**src/rtl/sdp_y_core_cfg_triosy_handshake_ctrl_if.sv**
```systemverilog
// Handshake bundle between the SDP Y-core FSM, the triosy wait datapath and the
// config register side. The controller sits on the slave modport.
interface sdp_y_core_cfg_triosy_handshake_ctrl_if #(
    parameter int NCH   = 4,
    parameter int CNT_W = 16
);
    logic             core_wen;
    logic [NCH-1:0]   oswt;
    logic [NCH-1:0]   lz_vld;
    logic [NCH-1:0]   lz_rdy;
    logic [NCH-1:0]   obj_biwt;
    logic [NCH-1:0]   obj_bdwt;
    logic [NCH-1:0]   obj_bawt;
    logic             core_wten;
    logic             cnt_clr;
    logic [CNT_W-1:0] txn_cnt;
    logic [CNT_W-1:0] stall_cnt;

    modport slave (
        input  core_wen, oswt, lz_rdy, cnt_clr,
        output lz_vld, obj_biwt, obj_bdwt, obj_bawt, core_wten, txn_cnt, stall_cnt
    );

    modport master (
        output core_wen, oswt, lz_rdy, cnt_clr,
        input  lz_vld, obj_biwt, obj_bdwt, obj_bawt, core_wten, txn_cnt, stall_cnt
    );
endinterface

```
**src/rtl/sdp_y_core_cfg_triosy_handshake_ctrl.sv**
```systemverilog
// Per-transaction triosy handshake controller: issues lz requests, tracks sticky
// per-channel completion, stalls the core until all used channels are done.
module sdp_y_core_cfg_triosy_handshake_ctrl #(
    parameter int NCH   = 4,
    parameter int CNT_W = 16
) (
    input  logic nvdla_core_clk,
    input  logic nvdla_core_rstn,
    sdp_y_core_cfg_triosy_handshake_ctrl_if.slave bus
);
    localparam logic [CNT_W-1:0] CNT_MAX = '1;

    logic [NCH-1:0] bcwt;
    logic [NCH-1:0] lz_vld;
    logic [NCH-1:0] biwt;
    logic [NCH-1:0] bawt;
    logic [NCH-1:0] bdwt;
    logic           core_wten;
    logic           adv;
    logic [CNT_W-1:0] txn_cnt;
    logic [CNT_W-1:0] stall_cnt;

    // A completed channel stops requesting, so an accepted request is never repeated.
    always_comb begin
        lz_vld    = {NCH{bus.core_wen}} & bus.oswt & ~bcwt;
        biwt      = lz_vld & bus.lz_rdy;
        bawt      = biwt | bcwt;
        core_wten = bus.core_wen & (|(bus.oswt & ~bawt));
        adv       = bus.core_wen & ~core_wten;
        bdwt      = {NCH{adv}} & bus.oswt;
    end

    always_ff @(posedge nvdla_core_clk or negedge nvdla_core_rstn) begin
        if (!nvdla_core_rstn) begin
            bcwt <= '0;
        end else begin
            bcwt <= bawt & ~bdwt;
        end
    end

    // Debug counters: clear wins over a same-cycle increment.
    always_ff @(posedge nvdla_core_clk or negedge nvdla_core_rstn) begin
        if (!nvdla_core_rstn) begin
            txn_cnt   <= '0;
            stall_cnt <= '0;
        end else if (bus.cnt_clr) begin
            txn_cnt   <= '0;
            stall_cnt <= '0;
        end else begin
            if (adv && (txn_cnt != CNT_MAX))
                txn_cnt <= txn_cnt + 1'b1;
            if (core_wten && (stall_cnt != CNT_MAX))
                stall_cnt <= stall_cnt + 1'b1;
        end
    end

    assign bus.lz_vld    = lz_vld;
    assign bus.obj_biwt  = biwt;
    assign bus.obj_bawt  = bawt;
    assign bus.obj_bdwt  = bdwt;
    assign bus.core_wten = core_wten;
    assign bus.txn_cnt   = txn_cnt;
    assign bus.stall_cnt = stall_cnt;
endmodule

```
**src/flat_wrapper.sv**
```systemverilog
// flat-port wrapper written by rule: the top's interface ports become plain ports
module sdp_y_core_cfg_triosy_handshake_ctrl_flat 
#(
    parameter int NCH   = 4,
    parameter int CNT_W = 16
)
  (nvdla_core_clk, nvdla_core_rstn, bus_core_wen, bus_oswt, bus_lz_rdy, bus_cnt_clr, bus_lz_vld, bus_obj_biwt, bus_obj_bdwt, bus_obj_bawt, bus_core_wten, bus_txn_cnt, bus_stall_cnt);
  sdp_y_core_cfg_triosy_handshake_ctrl_if #(.NCH(NCH), .CNT_W(CNT_W)) bus_i ();
  input  logic nvdla_core_clk;
  input  logic nvdla_core_rstn;
  input wire logic [$bits(bus_i.core_wen)-1:0] bus_core_wen;
  input wire logic [$bits(bus_i.oswt)-1:0] bus_oswt;
  input wire logic [$bits(bus_i.lz_rdy)-1:0] bus_lz_rdy;
  input wire logic [$bits(bus_i.cnt_clr)-1:0] bus_cnt_clr;
  output wire logic [$bits(bus_i.lz_vld)-1:0] bus_lz_vld;
  output wire logic [$bits(bus_i.obj_biwt)-1:0] bus_obj_biwt;
  output wire logic [$bits(bus_i.obj_bdwt)-1:0] bus_obj_bdwt;
  output wire logic [$bits(bus_i.obj_bawt)-1:0] bus_obj_bawt;
  output wire logic [$bits(bus_i.core_wten)-1:0] bus_core_wten;
  output wire logic [$bits(bus_i.txn_cnt)-1:0] bus_txn_cnt;
  output wire logic [$bits(bus_i.stall_cnt)-1:0] bus_stall_cnt;
  assign bus_i.core_wen = bus_core_wen;
  assign bus_i.oswt = bus_oswt;
  assign bus_i.lz_rdy = bus_lz_rdy;
  assign bus_i.cnt_clr = bus_cnt_clr;
  assign bus_lz_vld = bus_i.lz_vld;
  assign bus_obj_biwt = bus_i.obj_biwt;
  assign bus_obj_bdwt = bus_i.obj_bdwt;
  assign bus_obj_bawt = bus_i.obj_bawt;
  assign bus_core_wten = bus_i.core_wten;
  assign bus_txn_cnt = bus_i.txn_cnt;
  assign bus_stall_cnt = bus_i.stall_cnt;
  sdp_y_core_cfg_triosy_handshake_ctrl #(.NCH(NCH), .CNT_W(CNT_W)) u_core (.nvdla_core_clk(nvdla_core_clk), .nvdla_core_rstn(nvdla_core_rstn), .bus(bus_i));
endmodule
```
**config.mk**
```make
export PLATFORM = sky130hd
export DESIGN_NAME = sdp_y_core_cfg_triosy_handshake_ctrl_flat
export DESIGN_NICKNAME = d
export VERILOG_FILES = /design/src/rtl/sdp_y_core_cfg_triosy_handshake_ctrl_if.sv /design/src/rtl/sdp_y_core_cfg_triosy_handshake_ctrl.sv /design/src/flat_wrapper.sv
export SDC_FILE = /design/constraint.sdc
export NUM_CORES = 1
export LEC_CHECK = 0
export BUFFER_PORTS_ARGS = -buffer_cell sky130_fd_sc_hd__buf_2
export CORE_MARGIN = 3
export CORE_UTILIZATION = 56
export CTS_CLUSTER_SIZE = 20
export DETAILED_ROUTE_END_ITERATION = 8
export PLACE_DENSITY = 0.85
export SKIP_LAST_GASP = 1
export SLEW_MARGIN = 20
export SYNTH_ARGS = -nofsm -noshare
export SYNTH_HDL_FRONTEND = slang
export SYNTH_SLANG_ARGS = --single-unit
```
**constraint.sdc**
```tcl
create_clock -name nvdla_core_clk -period 5.5 [get_ports nvdla_core_clk]
set_input_delay 0.825 -clock nvdla_core_clk [delete_from_list [all_inputs] [get_ports nvdla_core_clk]]
set_output_delay 0.825 -clock nvdla_core_clk [all_outputs]
set_load 0.03 [all_outputs]
```
==> results of run 1 <==
[cell usage in the layout (no fill, tap or decap), drive strengths merged, types with 8 or more instances in the layout]
cell | synthesis | layout
and3 | 8 | 8
dfrtp | 36 | 36
buf | 6 | 60
nand3 | 15 | 15
a21oi | 25 | 25
o31ai | 19 | 19
and2 | 10 | 10
inv | 8 | 8
nand2 | 16 | 16
or4 | 22 | 22
[metrics by stage]
step | power (mW) | setup slack (ns) | cells | util (%) | area [sq um]
after floorplan | 0.448 | 2.08 | 240 | - | 2150
after global placement | 0.500 | 2.44 | 332 | 69.3 | 2440
after detailed placement | 0.503 | 2.39 | 332 | 69.3 | 2440
after CTS | 0.678 | 2.40 | 339 | 71.5 | 2520
after global routing | 0.711 | 2.19 | 339 | 71.5 | 2520
final | 0.675 | 2.40 | 339 | 71.5 | 2520
[critical path, delay by kind of cell]
family                 cells  cell delay [ns]
buffers and inverters      3             0.42
AOI/OAI and AO/OA          2             0.88
and+or+nand+nor            1             0.14
[worst paths after layout]
kind	start	end	slack (ns)
worst max-delay path	bus_oswt[1]	bus_core_wten	2.40
worst min-delay path	u_core.bus.txn_cnt[9]	u_core.bus.txn_cnt[9]	0.58
min in group asynchronous	nvdla_core_rstn	u_core.bus.stall_cnt[3]	0.61
worst min register to register	u_core.bus.txn_cnt[9]	u_core.bus.txn_cnt[9]	0.58
worst max register to register	u_core.bus.stall_cnt[0]	u_core.bus.stall_cnt[9]	3.17
max in group asynchronous	nvdla_core_rstn	u_core.bus.stall_cnt[0]	4.39
[cells in the mapped netlist (all sizes together) (4+ instances only)]
library cell,instances,share of area [%]
a21oi,25,5.8
buf,6,1.6
nor3,5,1.4
dfrtp,36,42
clkbuf,8,1.4
a21boi,4,1.4
or2,5,1.5
and2,10,2.9
o31ai,19,6.6
nor2b,6,1.7
o21ai,7,1.6
nand2,16,2.9
and3,8,2.6
nand4,6,1.7
nand3,15,3.5
or4,22,7.7
nor2,7,1.2
inv,8,1.4
[power by group through the flow]
| stage | Sequential (mW) | Combinational (mW) | Clock [mW] |
|---|---|---|---|
| global route | 0.299 | 0.220 | 0.192 |
| global placement | 0.301 | 0.199 | 0 |
| CTS | 0.297 | 0.201 | 0.180 |
| finish | 0.297 | 0.200 | 0.178 |
| floorplan | 0.308 | 0.140 | 0 |
| detailed placement | 0.302 | 0.201 | 0 |
[area by class of cell]
cell class | instances | area (sq um) | share of cell area (%)
well taps | 46 | 57.6 | 2.29
clock inverters | 1 | 5.00 | 0.199
clock buffers | 6 | 72.6 | 2.88
inverters | 8 | 30.0 | 1.19
flip-flops and latches | 36 | 901 | 35.8
multi-input cells | 182 | 1150 | 45.8
repair buffers | 60 | 300 | 11.9
[kinds of logic (layout without fill, tap and decap cells)]
group	Yosys count	count (layout)	synth area share, %
buffers and inverters	22	75	4.43
multiplexers	3	3	1.57
AO/OA/AOI/OAI	65	65	19.4
adder cells (fa/ha/maj)	2	2	1.17
AND/OR/NAND/NOR	112	112	31.4
flip-flops	36	36	42.0
[layer usage]
metal / vias up / wire length [um]
met5: - / 0
met4: 0 / 38
met3: 5 / 395
met2: 73 / 2300
met1: 995 / 2380
li1: 1018 / -
[state kept, by name, summed over array words and instances (netlist names)]
register	cells
u_core.bus.stall_cnt	16
u_core.bcwt	4
u_core.bus.txn_cnt	16
==> results.yml, run 1 <==
run_status:
  outcome: "finished, final reports clean"
pwr:
  cellLeakagePower_nw: 1.13
  switching_share_pct: 36.4
  internal_power_uw: 430
  sequentialPowerShare_pct: 44.0
  p_comb_share_pct: 29.6
  cellPowerDensity_mw_per_mm2: 268
  power.switching_uw: 246
  share_clk_of_total_power_pct: 26.4
  vdd.ir_drop.worst_uv: 146
layout:
  antennaDiodeCount: 0
  layout.nets: 307
  final_layout_size_suffix_gt1_share_pct: 27.3
  areaGrowthSynthToFinish_pct: 17.4
  fillers: 296
clock_tree:
  clockRootBuffer: "clkbuf_8"
  clk_latency_ns: 0.29
  cts_resized: 0
  cts_buffers: 5
  postCtsHoldBufs: 0
  cts_tree: "built"
  post-cts-setup-buffers: 0
  path_clk_slew_ns: 0.07
  ctsLongestPathBuffers: 2
  cts.sink_count: 36
  cts_htree_levels: 2
global_route:
  grt_use_met2_pct: 35.1
  wire_length_of_the_first_global_routing_pass_um: 8320
  grt_max_degree: 37
  grt_util_all_layers_pct: 23.7
  grt-busiest-layer: "met2"
  total_global_routing_overflow: 0
  number_of_antenna_violations_at_the_first_check_in_global_routing: 0
  grt_pass1_vias: 1822
  grt_util_met1_pct: 33.2
  grt.met3_usage_pct: 7.55
sta:
  period_needed_ns: 3.10
  final.setup_skew_ns: 0.00514
  slew_headroom_pct: 48.0
  timing_worst_slew_pin_value_ns: 0.781
  holdWs_ns: 0.578
  share_of_the_clock_period_used_by_the_worst_path_after_layout_pct: 56.4
  final_max_slew_viol_count: 0
  tns_ns: 0
  hold_violations: 0
  setup_viol: 0
  clock.fmax_mhz: 322
  rsz0062_at_grt: "false"
logic_synthesis:
  synth_area_sq_mm: 0.00215
  post_synth_inst_count: 240
  post_synth_edffs: 0
  proportion_of_synthesized_flip_flops_having_asynchronous_set_or_reset_pct: 100
  yosysSeqAreaShare_pct: 42.0
  synth.yosys.warnings: 0
  synthDistinctLibCells: 40
  ys_seq_elements: 36
  syn_nets: 254
  yosys_most_used_dff: "dfrtp_1"
  syn_avg_cell_area_sq_um: 8.94
critical_path:
  cpMaxStageDelayCell: "a21o_1"
  required_time_of_the_critical_path_ns: 4.68
  worstSetupStartpointType: "input port"
  worst_setup_path_end_kind: "primary output"
  crit_type: "in -> out"
  critical_path_peak_fanout: 23
  cpPeakStageDelay_ns: 0.56
  critical_path.most_common_cell: "buf_2"
  timing.critical_path.cells: "buf_2 > nor2b_1 > a22oi_1 > a21o_1 > inv_1 > buf_2"
  r2r_cells: 6
  worstPathArrival_ns: 2.28
floorplan:
  rows: 21
  die_h_um: 67.9
  die_area_sq_mm: 0.00461
  ios: 61
  core_area_sq_mm: 0.00352
  start_util_pct: 60.9
  die_width_um: 67.9
detailed_routing:
  antenna_violating_nets_post_route: 0
  vias: 2091
  initialDrtViolationCount: 104
  detail_route.first_pass.iterations: 4
  drt-total-wl_um: 5110
  detail_route.drc_violations: 0
  detail_route.wl_per_cell_um: 15.1
  drt-vias-per-instance: 6.17
job:
  max_cap_violations: 0
worst_hold_path:
  whs_path_depth: 2
  min-delay-path-class: "reg -> reg"
place:
  port-buffer-count: 60
  gp_congestion: 0.850
  place_hpwl_um: 3620
Power figures use the tool's default switching activity.
==> run 2: changes to the inputs <==
--- a/config.mk
+++ b/config.mk
@@ -7,10 +7,10 @@
 export LEC_CHECK = 0
 export BUFFER_PORTS_ARGS = -buffer_cell sky130_fd_sc_hd__buf_2
 export CORE_MARGIN = 3
-export CORE_UTILIZATION = 56
+export CORE_UTILIZATION = 47
 export CTS_CLUSTER_SIZE = 20
 export DETAILED_ROUTE_END_ITERATION = 8
-export PLACE_DENSITY = 0.85
+export PLACE_DENSITY = 0.76
 export SKIP_LAST_GASP = 1
 export SLEW_MARGIN = 20
 export SYNTH_ARGS = -nofsm -noshare
==> constraint.sdc (replaced) <==
create_clock -name nvdla_core_clk -period 2.65 [get_ports nvdla_core_clk]
set_input_delay 0.3975 -clock nvdla_core_clk [delete_from_list [all_inputs] [get_ports nvdla_core_clk]]
set_output_delay 0.3975 -clock nvdla_core_clk [all_outputs]
set_load 0.03 [all_outputs]
==> run 2 against run 1 <==
  * Register-to-register slack got worse by 2.6 ns
  * Via count rose by 1.1%
  * Core utilization fell by 10 points
  * Clock-buffer cell count did not move
  * Cell count rose by 2.7%
  * Final area rose by 1.9%
  * Worst setup slack got worse by 2.0 ns
  * Flip-flop and latch count did not move
  * Clock power rose by 130%
  * Combinational power rose by 110%
  * Critical endpoint is now bus_obj_bdwt[3]
==> results.yml, run 2 (synthesized netlist as in run 1, its figures left out) <==
floorplan:
  die_area_sq_mm: 0.00541
  core_area_sq_mm: 0.00420
  rows: 23
  ios: 61
  die_h_um: 73.6
  die_width_um: 73.6
  start_util_pct: 51.1
layout:
  layout_top_registers: "u_core.bus.stall_cnt: 16 flops, u_core.bus.txn_cnt: 16 flops, u_core.bcwt: 4 flops"
  final_layout_size_suffix_gt1_share_pct: 28.5
  layout.nets: 311
  areaGrowthSynthToFinish_pct: 19.6
  finalInstanceArea_sq_mm: 0.00257
  multi_input_area_sq_mm: 0.00115
  area_taken_by_flip_flops_and_latches_sq_um: 901
  stdcell_count: 348
  utilization_of_the_core_after_routing_pct: 61.1
  fillers: 388
  layout.cells.most_common_list: "buf_2 (60), dfrtp_1 (36), a21oi_1 (25), or4_1 (22), o31ai_1 (19)"
  antennaDiodeCount: 0
  layout_commonest_cell: "buf_2"
sta:
  final.setup_skew_ns: 0.00487
  slew_headroom_pct: 47.0
  timing_worst_slew_pin_value_ns: 0.795
  final_max_slew_viol_count: 0
  rsz0062_at_grt: "false"
  share_of_the_clock_period_used_by_the_worst_path_after_layout_pct: 83.2
  hold_violations: 0
  clock.fmax_mhz: 454
  tns_ns: 0
  postLayoutSetupSlackWorst_ns: 0.446
  holdWs_ns: 0.196
  setup_viol: 0
  period_needed_ns: 2.20
detailed_routing:
  detail_route.wl_per_cell_um: 14.9
  detail_route.drc_violations: 0
  detail_route.first_pass.iterations: 4
  antenna_violating_nets_post_route: 0
  vias: 2115
  drt-vias-per-instance: 6.08
  initialDrtViolationCount: 129
  drt-total-wl_um: 5180
pwr:
  vdd.ir_drop.worst_uv: 321
  power_mw: 1.45
  cellLeakagePower_nw: 1.16
  cellPowerDensity_mw_per_mm2: 565
critical_path:
  crit_type: "reg -> out"
  required_time_of_the_critical_path_ns: 2.25
  worst_setup_path_end_kind: "primary output"
  worst-r2r-setup-slack_ns: 0.55
  timing.critical_path.cells: "nor2b_1 > a22oi_1 > and3_1 > and2_1 > buf_2"
  worstSetupStartpointType: "register"
  cpMaxStageDelayCell: "and3_1"
  worstPathArrival_ns: 1.81
  critical_path_peak_fanout: 10
  cell_family_with_most_cp_delay: "simple AND/OR/NAND/NOR gates"
  cpPeakStageDelay_ns: 0.41
  bufs_and_invs_on_worst_path: 1
clock_tree:
  clk_latency_ns: 0.28
  cts_resized: 0
  cts.sink_count: 36
  path_clk_slew_ns: 0.08
  postCtsHoldBufs: 0
  clockRootBuffer: "clkbuf_8"
  cts_tree: "built"
  cts_buffers: 5
  ctsLongestPathBuffers: 2
  cts_htree_levels: 2
  post-cts-setup-buffers: 0
global_route:
  wire_length_of_the_first_global_routing_pass_um: 8490
  grt_util_all_layers_pct: 19.7
  grt_pass1_vias: 1871
  number_of_antenna_violations_at_the_first_check_in_global_routing: 0
  total_global_routing_overflow: 0
  grt_max_degree: 37
run_status:
  outcome: "finished, final reports clean"
worst_hold_path:
  min-delay-path-class: "in -> async"
place:
  dp_cells: 340
  postPlaceCellArea_sq_mm: 0.00247
  detailedPlace.worstSlack_ns: 0.434
  place_hpwl_um: 3680
  port-buffer-count: 60
  gp_congestion: 0.808
job:
  max_cap_violations: 0
## run 2: cell count changes in the layout (fill, tap and decap cells not counted), sizes merged
cell    before  now
clkinv       1    2
buf         60   64
## run 2: per-layer routing
layer  wire, um  vias up  GRT usage [%]
met4         61        0           6.04
met5          0        -              0
li1           -     1032              -
met2       2360       64           31.6
met1       2390     1012           26.6
met3        370        7           4.10
## run 2: final cells by class
class | instances | area share (%)
clock inverters | 2 | 0.390
multi-input cells | 182 | 44.8
flip-flops and latches | 36 | 35.1
well taps | 50 | 2.44
inverters | 8 | 1.17
repair buffers | 64 | 12.9
clock buffers | 6 | 3.22
## run 2: final timing paths
| check | end | cells past startpoint | startpoint |
|---|---|---|---|
| max | bus_obj_bdwt[3] | 5 | u_core.bcwt[1] |
| min | u_core.bus.stall_cnt[14] | 1 | nvdla_core_rstn |
| max reg2reg | u_core.bus.txn_cnt[8] | 5 | u_core.bus.txn_cnt[0] |
| min reg2reg | u_core.bus.txn_cnt[11] | 2 | u_core.bus.txn_cnt[11] |
| max in group asynchronous | u_core.bus.txn_cnt[7] | 1 | nvdla_core_rstn |
| min in group nvdla_core_clk | u_core.bcwt[0] | 2 | bus_oswt[0] |
## run 2: where the power goes
| part | leakage [nW] | total (mW) | internal, mW | switching, mW |
|---|---|---|---|---|
| clock | 0.0510 | 0.406 | 0.208 | 0.198 |
| combinational | 0.613 | 0.429 | 0.134 | 0.295 |
| sequential | 0.494 | 0.616 | 0.588 | 0.0272 |
| total | 1.16 | 1.45 | 0.929 | 0.521 |
==> run 3: changes to the inputs <==
--- a/config.mk
+++ b/config.mk
@@ -7,10 +7,10 @@
 export LEC_CHECK = 0
 export BUFFER_PORTS_ARGS = -buffer_cell sky130_fd_sc_hd__buf_2
 export CORE_MARGIN = 3
-export CORE_UTILIZATION = 47
+export CORE_UTILIZATION = 52
 export CTS_CLUSTER_SIZE = 20
 export DETAILED_ROUTE_END_ITERATION = 8
-export PLACE_DENSITY = 0.76
+export PLACE_DENSITY = 0.8
 export SKIP_LAST_GASP = 1
 export SLEW_MARGIN = 20
 export SYNTH_ARGS = -nofsm -noshare
==> constraint.sdc (replaced) <==
create_clock -name nvdla_core_clk -period 2.2 [get_ports nvdla_core_clk]
set_input_delay 0.33 -clock nvdla_core_clk [delete_from_list [all_inputs] [get_ports nvdla_core_clk]]
set_output_delay 0.33 -clock nvdla_core_clk [all_outputs]
set_load 0.03 [all_outputs]
==> run 3 against run 2 <==
  * Core utilization rose by 7.7 points
  * Power rose by 21%
  * Non-clock buffer count rose by 6
  * First-iteration DRC count rose by 36%
  * Cell count rose by 1.1%
  * Final area rose by 2.6%
  * Largest cell class unchanged
  * Hold slack got worse by 0.072 ns
  * Sequential share of layout area fell by 0.88 points
  * Critical path depth did not move
  * Combinational power rose by 24%
  * Worst setup slack got worse by 0.30 ns
  * Global-route usage rose by 1.6 points
==> results.yml, run 3 (synthesized netlist as in run 1, its figures left out) <==
clock_tree:
  post-cts-setup-buffers: 0
  clk_latency_ns: 0.28
  cts.sink_count: 36
  ctsLongestPathBuffers: 2
  postCtsHoldBufs: 0
  cts_buffers: 5
  path_clk_slew_ns: 0.07
  cts_tree: "built"
  clockRootBuffer: "clkbuf_8"
  cts_htree_levels: 2
critical_path:
  worstPathArrival_ns: 1.73
  required_time_of_the_critical_path_ns: 1.87
  worstSetupStartpointType: "register"
  critical_path_peak_fanout: 10
  worst_setup_path_end_kind: "primary output"
  crit_type: "reg -> out"
layout:
  layout.cells.most_common_list: "buf_2 (60), dfrtp_1 (36), a21oi_1 (24), or4_1 (22), o31ai_1 (19)"
  finalInstanceArea_sq_mm: 0.00263
  stdcell_count: 352
  layout.nets: 317
  area_taken_by_flip_flops_and_latches_sq_um: 901
  multi_input_area_sq_mm: 0.00116
  areaGrowthSynthToFinish_pct: 22.7
  antennaDiodeCount: 0
  final_layout_size_suffix_gt1_share_pct: 30.9
  layout_commonest_cell: "buf_2"
  utilization_of_the_core_after_routing_pct: 68.8
  fillers: 330
  layout_top_registers: "u_core.bus.stall_cnt: 16 flops, u_core.bus.txn_cnt: 16 flops, u_core.bcwt: 4 flops"
detailed_routing:
  detail_route.wl_per_cell_um: 14.8
  detail_route.first_pass.iterations: 4
  vias: 2132
  drt-total-wl_um: 5190
  antenna_violating_nets_post_route: 0
  detail_route.drc_violations: 0
  drt-vias-per-instance: 6.06
  initialDrtViolationCount: 176
floorplan:
  die_width_um: 70.2
  start_util_pct: 56.1
  die_area_sq_mm: 0.00493
  rows: 22
  ios: 61
  core_area_sq_mm: 0.00383
  die_h_um: 70.2
place:
  port-buffer-count: 60
  dp_cells: 344
  place_hpwl_um: 3750
  gp_congestion: 0.844
  postPlaceCellArea_sq_mm: 0.00253
global_route:
  total_global_routing_overflow: 0
  number_of_antenna_violations_at_the_first_check_in_global_routing: 0
  wire_length_of_the_first_global_routing_pass_um: 8720
  grt_util_all_layers_pct: 21.3
  grt_pass1_vias: 1881
  grt_max_degree: 37
sta:
  slew_headroom_pct: 46.7
  period_needed_ns: 2.06
  tns_ns: 0
  rsz0062_at_grt: "false"
  setup_viol: 0
  final_max_slew_viol_count: 0
  hold_violations: 0
  share_of_the_clock_period_used_by_the_worst_path_after_layout_pct: 93.4
  final.setup_skew_ns: 0.00627
  timing_worst_slew_pin_value_ns: 0.799
  clock.fmax_mhz: 487
pwr:
  internal_power_mw: 1.13
  sequentialPowerShare_pct: 42.3
  share_clk_of_total_power_pct: 27.3
  power.switching_uw: 617
  cellLeakagePower_nw: 1.19
  p_comb_share_pct: 30.4
  cellPowerDensity_mw_per_mm2: 666
  vdd.ir_drop.worst_uv: 401
  switching_share_pct: 35.2
job:
  max_cap_violations: 0
worst_hold_path:
  min-delay-path-class: "in -> async"
run_status:
  outcome: "finished, final reports clean"
run 3: worst max-delay path, stage by stage (launching register included):
cell,delay [ns]
dfrtp_1,0.34
nor2b_1,0.06
a22oi_1,0.36
and3_2,0.35
and2_1,0.14
buf_2,0.19
run 3: cell type report:
class                           count  share of cell area, %
Tap cell                           48                   2.28
Multi-Input combinational cell    182                   44.2
Inverter                            8                   1.14
Timing Repair Buffer               70                   14.7
Clock buffer                        8                   3.42
Sequential cell                    36                   34.2
run 3: power by group through the flow:
stage               logic [mW]  registers, mW  clock network [mW]
global route             0.582          0.747               0.522
floorplan                0.352          0.771                   0
detailed placement       0.531          0.753                   0
finish                   0.533          0.741               0.478
global placement         0.521          0.750                   0
CTS                      0.533          0.741               0.488
run 3: timing repair:
item / in CTS / in global routing
endpoints found under the setup margin: 0 / 8
hold endpoints to repair: 0 / 0
resized for setup: 0 / 4
run 3: metal layers:
metal | vias up | routed length, um | GRT usage (%)
li1 | 1048 | - | -
met1 | 1005 | 2480 | 30.6
met2 | 73 | 2350 | 32.6
met3 | 6 | 324 | 4.60
met4 | 0 | 40 | 5.11
met5 | - | 0 | 0
run 3: metrics by stage:
stage / power (mW) / hold slack, ns / setup WS [ns]
CTS: 1.76 / 0.158 / 0.0387
global route: 1.85 / 0.185 / 0.00631
global placement: 1.27 / 0.469 / 0.117
detailed placement: 1.28 / 0.462 / 0.0874
finish: 1.75 / 0.123 / 0.145
floorplan: 1.12 / 0.0344 / 0.0902
run 3: path summary, 6_finish.rpt:
path / start / end / slack [ns] / depth (start not counted)
setup / recovery: u_core.bcwt[1] / bus_obj_bdwt[0] / 0.14 / 5
hold / removal: nvdla_core_rstn / u_core.bus.stall_cnt[4] / 0.12 / 1
setup reg to reg: u_core.bus.stall_cnt[0] / u_core.bus.stall_cnt[9] / 0.17 / 7
hold reg to reg: u_core.bus.txn_cnt[9] / u_core.bus.txn_cnt[9] / 0.58 / 2
max in group asynchronous: nvdla_core_rstn / u_core.bus.stall_cnt[10] / 1.56 / 1
min in group nvdla_core_clk: bus_oswt[1] / u_core.bcwt[1] / 0.25 / 2
